[config.mk]
export PLATFORM = sky130hd
export DESIGN_NAME = hazard_stall_ctrl
export DESIGN_NICKNAME = d
export VERILOG_FILES = /design/src/rtl/hazard_stall_ctrl.sv
export SDC_FILE = /design/constraint.sdc
export NUM_CORES = 1
export LEC_CHECK = 0
export CAP_MARGIN = 30
export CORE_UTILIZATION = 40
export DETAILED_ROUTE_END_ITERATION = 7
export PLACE_DENSITY = 0.81
export SYNTH_ARGS = -nofsm -noshare
export SYNTH_HDL_FRONTEND = slang
export SYNTH_SLANG_ARGS = --single-unit
export TNS_END_PERCENT = 100
[constraint.sdc]
create_clock -name clk -period 2.8 [get_ports clk]
set_input_delay 0.56 -clock clk [delete_from_list [all_inputs] [get_ports clk]]
set_output_delay 0.56 -clock clk [all_outputs]
set_load 0.05 [all_outputs]
[src/rtl/hazard_stall_ctrl.sv]
// Load-use / jr-on-load / mul-div interlock for the 5-stage MIPS pipeline: drives PC/IF-ID hold, ID/EX bubble, IF-ID flush.
// Latency: hazard outputs are combinational, 0 cycles from inputs; md_busy is registered.
// Backpressure: stall holds PC and IF/ID while a bubble is injected; a taken branch in EX overrides every stall with a flush.
// Optional perf counters are enabled by defining HAZARD_PERF_CNT_EN.
module hazard_stall_ctrl #(
  parameter int MD_LATENCY = 32
`ifdef HAZARD_PERF_CNT_EN
  ,
  parameter int CNT_W = 32
`endif
) (
  input  logic       clk,
  input  logic       rst_n,
  input  logic       MemRd_EX,
  input  logic       RegWr_EX,
  input  logic [4:0] WrAddr_EX,
  input  logic [4:0] Rs_ID,
  input  logic [4:0] Rt_ID,
  input  logic       UseRs_ID,
  input  logic       UseRt_ID,
  input  logic       Jr_ID,
  input  logic       MdUse_ID,
  input  logic       md_start_EX,
  input  logic       BrTaken_EX,
  output logic       stall_PC,
  output logic       stall_IFID,
  output logic       bubble_IDEX,
  output logic       flush_IFID,
  output logic       md_busy
`ifdef HAZARD_PERF_CNT_EN
  ,
  output logic [CNT_W-1:0] perf_stall,
  output logic [CNT_W-1:0] perf_flush,
  output logic [CNT_W-1:0] perf_md
`endif
);

  typedef enum logic [0:0] {IDLE = 1'b0, JRWAIT = 1'b1} state_t;

  localparam logic [5:0] MD_RELOAD = 6'(MD_LATENCY - 1);

  state_t     state_q;
  logic [5:0] md_cnt_q;
  logic       md_busy_q;

  logic hit_rs, hit_rt, lu, jrld, mdh, stall;

  // Hazard detection; R0 is never a real destination so it never matches
  always_comb begin
    hit_rs = RegWr_EX && (WrAddr_EX != 5'd0) && (Rs_ID == WrAddr_EX);
    hit_rt = RegWr_EX && (WrAddr_EX != 5'd0) && (Rt_ID == WrAddr_EX);
    lu     = MemRd_EX && ((UseRs_ID && hit_rs) || (UseRt_ID && hit_rt));
    // jr on an ALU result is covered by the bypass; only a load needs waiting
    jrld   = Jr_ID && MemRd_EX && hit_rs;
    mdh    = MdUse_ID && (md_busy_q || md_start_EX);
    stall  = lu || jrld || mdh || (state_q == JRWAIT);
  end

  // Pipeline control outputs; a taken branch makes the ID instruction wrong-path, so flush instead of hold
  always_comb begin
    stall_PC    = 1'b0;
    stall_IFID  = 1'b0;
    bubble_IDEX = 1'b0;
    flush_IFID  = 1'b0;
    if (rst_n) begin
      if (BrTaken_EX) begin
        flush_IFID  = 1'b1;
        bubble_IDEX = 1'b1;
      end else if (stall) begin
        stall_PC    = 1'b1;
        stall_IFID  = 1'b1;
        bubble_IDEX = 1'b1;
      end
    end
  end

  assign md_busy = md_busy_q;

  // Control FSM: jr waits one extra cycle after a load so the data can be bypassed from MEM
  always_ff @(posedge clk or negedge rst_n) begin
    if (!rst_n) begin
      state_q <= IDLE;
    end else begin
      case (state_q)
        IDLE:    state_q <= (jrld && !BrTaken_EX) ? JRWAIT : IDLE;
        JRWAIT:  state_q <= IDLE;
        default: state_q <= IDLE;
      endcase
    end
  end

  // Mul/div occupancy: busy spans the counter values LATENCY-1 down to 0, i.e. exactly MD_LATENCY cycles.
  // A taken branch does not cancel it; a start while busy simply reloads.
  always_ff @(posedge clk or negedge rst_n) begin
    if (!rst_n) begin
      md_cnt_q  <= 6'd0;
      md_busy_q <= 1'b0;
    end else if (md_start_EX) begin
      md_cnt_q  <= MD_RELOAD;
      md_busy_q <= 1'b1;
    end else if (md_cnt_q != 6'd0) begin
      md_cnt_q  <= md_cnt_q - 6'd1;
    end else begin
      md_busy_q <= 1'b0;
    end
  end

`ifdef HAZARD_PERF_CNT_EN
  logic [CNT_W-1:0] perf_stall_q, perf_flush_q, perf_md_q;
  localparam logic [CNT_W-1:0] CNT_ONE = {{(CNT_W-1){1'b0}}, 1'b1};

  // Saturating event counters for stall, flush and mul/div interlock cycles
  always_ff @(posedge clk or negedge rst_n) begin
    if (!rst_n) begin
      perf_stall_q <= '0;
      perf_flush_q <= '0;
      perf_md_q    <= '0;
    end else begin
      if (stall && (perf_stall_q != '1))     perf_stall_q <= perf_stall_q + CNT_ONE;
      if (flush_IFID && (perf_flush_q != '1)) perf_flush_q <= perf_flush_q + CNT_ONE;
      if (mdh && (perf_md_q != '1))          perf_md_q    <= perf_md_q + CNT_ONE;
    end
  end

  assign perf_stall = perf_stall_q;
  assign perf_flush = perf_flush_q;
  assign perf_md    = perf_md_q;
`endif

endmodule

==> metrics.cfg <==
[run_status]
status = finished, final reports clean

[sta]
rsz0062_at_grt = false
hold-worst-slack_ns = 0.508
fin_skew_ns = 0.000888
drv_slew = 0
finalHoldViolCount = 0
setup_violations = 0
finalSetupTns_ns = 0
post-route-min-period_ns = 2.75
max_freq_ghz = 0.364
relSlewSlack = 0.675
worst_pin_slew_ns = 0.486
period_share = 0.981

[die]
fp.dieH_um = 40.2
die_w_um = 40.2
ios = 30
core.rowCount = 13
initial_core_util = 0.437
core_um2 = 1330
die_area_um2 = 1610

[power]
vdd_drop_max_mv = 0.183
p_per_area_nw_per_um2 = 324
finalPower_w = 0.000313
p_leak_nw = 0.388

[logic_synthesis]
syn_area_per_cell_um2 = 8.83
yosysMostFrequentCell = dfrtp_1
syn_area_um2 = 583
synth_commonest_cells = dfrtp_1, nand2_1, xnor2_1
ys_types = 28
synth_edf_count = 0
ys_seq_elements = 8
synth_warnings = 0
syn_nets = 93
ys_seq_area_frac = 0.343
netlist_top_cells_area = dfrtp_1, xnor2_1, xor2_1, ha_1, nor3_1
synth_ff_type = dfrtp_1
synth_top_area_share = 0.343
synth_top_area_cell = dfrtp_1
synth_async_sr_flop_share = 1.00
syn_inst = 66

[placement]
io_buffers = 29
routabilityCongestion = 0.689
dp_hpwl_um = 1120

[detailed_routing]
viasPerCell = 5.13
drtAntennaViolNets = 0
routed_wl_um = 1350
routed-via-count = 585
first_iter_violations = 5
drc = 0
avgRoutedWirePerCell_um = 11.9
firstDrtPassIters = 4

[global_routing]
grtUsageTotal = 0.214
grt_pass1_vias = 576
grt_max_degree = 12
grt_pass1_wl_um = 2110
grt_antenna_before_repair = 0
grt_overflow = 0

[clock_tree]
clock_path_buffers = 2
clkTransAtPathRegs_ns = 0.05
htree_levels = 1
tritoncts = built
clock-sinks = 8
cts-root-buf = clkbuf_4
cts_buffers = 3
clk_latency_ns = 0.25

[run]
maxCapViolations = 0

[cells_and_area]
final_util = 0.724
antenna_cells = 0
drive_gt1_frac = 0.111
fillers = 108
fin_nets = 128
area_delta_synth_final_pct = 65.7

[hold_path]
min_path_type = register to register

[worst_setup_path]
crit_type = input pin to output port
endpoint_kind = output port
cp.arrival_ns = 2.19
crit_required_ns = 2.24
critPathLaunchType = input pin
cp_max_fo = 3

[flip-flops by register name, summed over array words and instances (netlist names)]
| name | count |
|---|---|
| md_busy | 1 |
| state_q | 1 |
| md_cnt_q | 6 |
[report_power, final]
group          total [W]  switching [W]  leakage, nW  internal, W
sequential      0.000122     0.00000260       0.0841     0.000119
clock          0.0000850      0.0000361       0.0138    0.0000488
combinational   0.000106      0.0000447        0.291    0.0000611
total           0.000313      0.0000835        0.388     0.000229
[worst paths after layout]
path	start	to	slack, ns	depth (start not counted)
max reg2reg	md_cnt_q[0]	md_cnt_q[1]	1.22	6
max	WrAddr_EX[1]	stall_IFID	0.05	6
min reg2reg	md_busy	md_busy	0.51	1
min in group asynchronous	rst_n	md_busy	0.63	2
max in group asynchronous	rst_n	md_cnt_q[2]	2.03	2
min	md_busy	md_busy	0.51	1
[layout by cell type, fill, tap and decap left out, types with 2 or more instances in the layout]
master,synthesis,final
buf_12,0,4
nor2_1,4,4
nor2b_1,2,2
inv_1,3,3
buf_4,1,2
or3_1,3,3
o21ai_0,3,2
xnor2_1,6,6
nand2_1,6,6
mux2i_1,2,2
clkbuf_4,0,3
clkdlybuf4s50_1,0,25
nor3_1,5,5
dfrtp_1,8,8
xor2_1,5,5
ha_1,2,2
a211o_1,2,2
[timing repair]
action | 4_1_cts | 5_1_grt
hold buffers | 0 | 0
resized for setup | 1 | 0
buffers inserted | 0 | 0
setup endpoints to repair | 2 | 0
[worst max-delay path, cell delays in order]
cell             delay [ns]
clkdlybuf4s50_1        0.47
xor2_1                 0.21
nor3_1                 0.20
o2bb2a_1               0.28
o21ai_2                0.29
buf_12                 0.18
[metal layers]
layer  share of wire  routed length, um  up-vias  track usage
met5               0                  0        -            0
met4           0.030                 41        0        0.125
met3           0.072                 97        4       0.0667
met2            0.52                709       26        0.423
met1            0.37                503      253        0.182
li1                -                  -      302            -
[per-stage QoR]
stage,cell area [um^2],setup slack (ns),cells
global route,966,0.0000508,114
CTS,966,0.0670,114
floorplan,583,0.0183,66
detailed placement,940,-0.0307,111
global placement,940,0.0242,111
finish,966,0.0528,114
[area by class of cell]
| class | instances | area, um^2 | share of cell area |
|---|---|---|---|
| inverter | 3 | 11.3 | 0.0117 |
| clock buffer | 3 | 22.5 | 0.0233 |
| tap | 15 | 18.8 | 0.0194 |
| timing repair buffer | 31 | 345 | 0.358 |
| multi-input combinational | 54 | 368 | 0.381 |
| sequential | 8 | 200 | 0.207 |
[kinds of logic (layout without fill, tap and decap cells)]
| family | Yosys count | in the layout | synth area share |
|---|---|---|---|
| AO/OA/AOI/OAI | 13 | 13 | 0.159 |
| XOR/XNOR | 11 | 11 | 0.165 |
| adder cells (fa/ha/maj) | 2 | 2 | 0.0429 |
| buffers and inverters | 4 | 37 | 0.0322 |
| flip-flops | 8 | 8 | 0.343 |
| multiplexers | 2 | 2 | 0.0343 |
| AND/OR/NAND/NOR | 26 | 26 | 0.223 |
(Power assumes the default switching activity.)
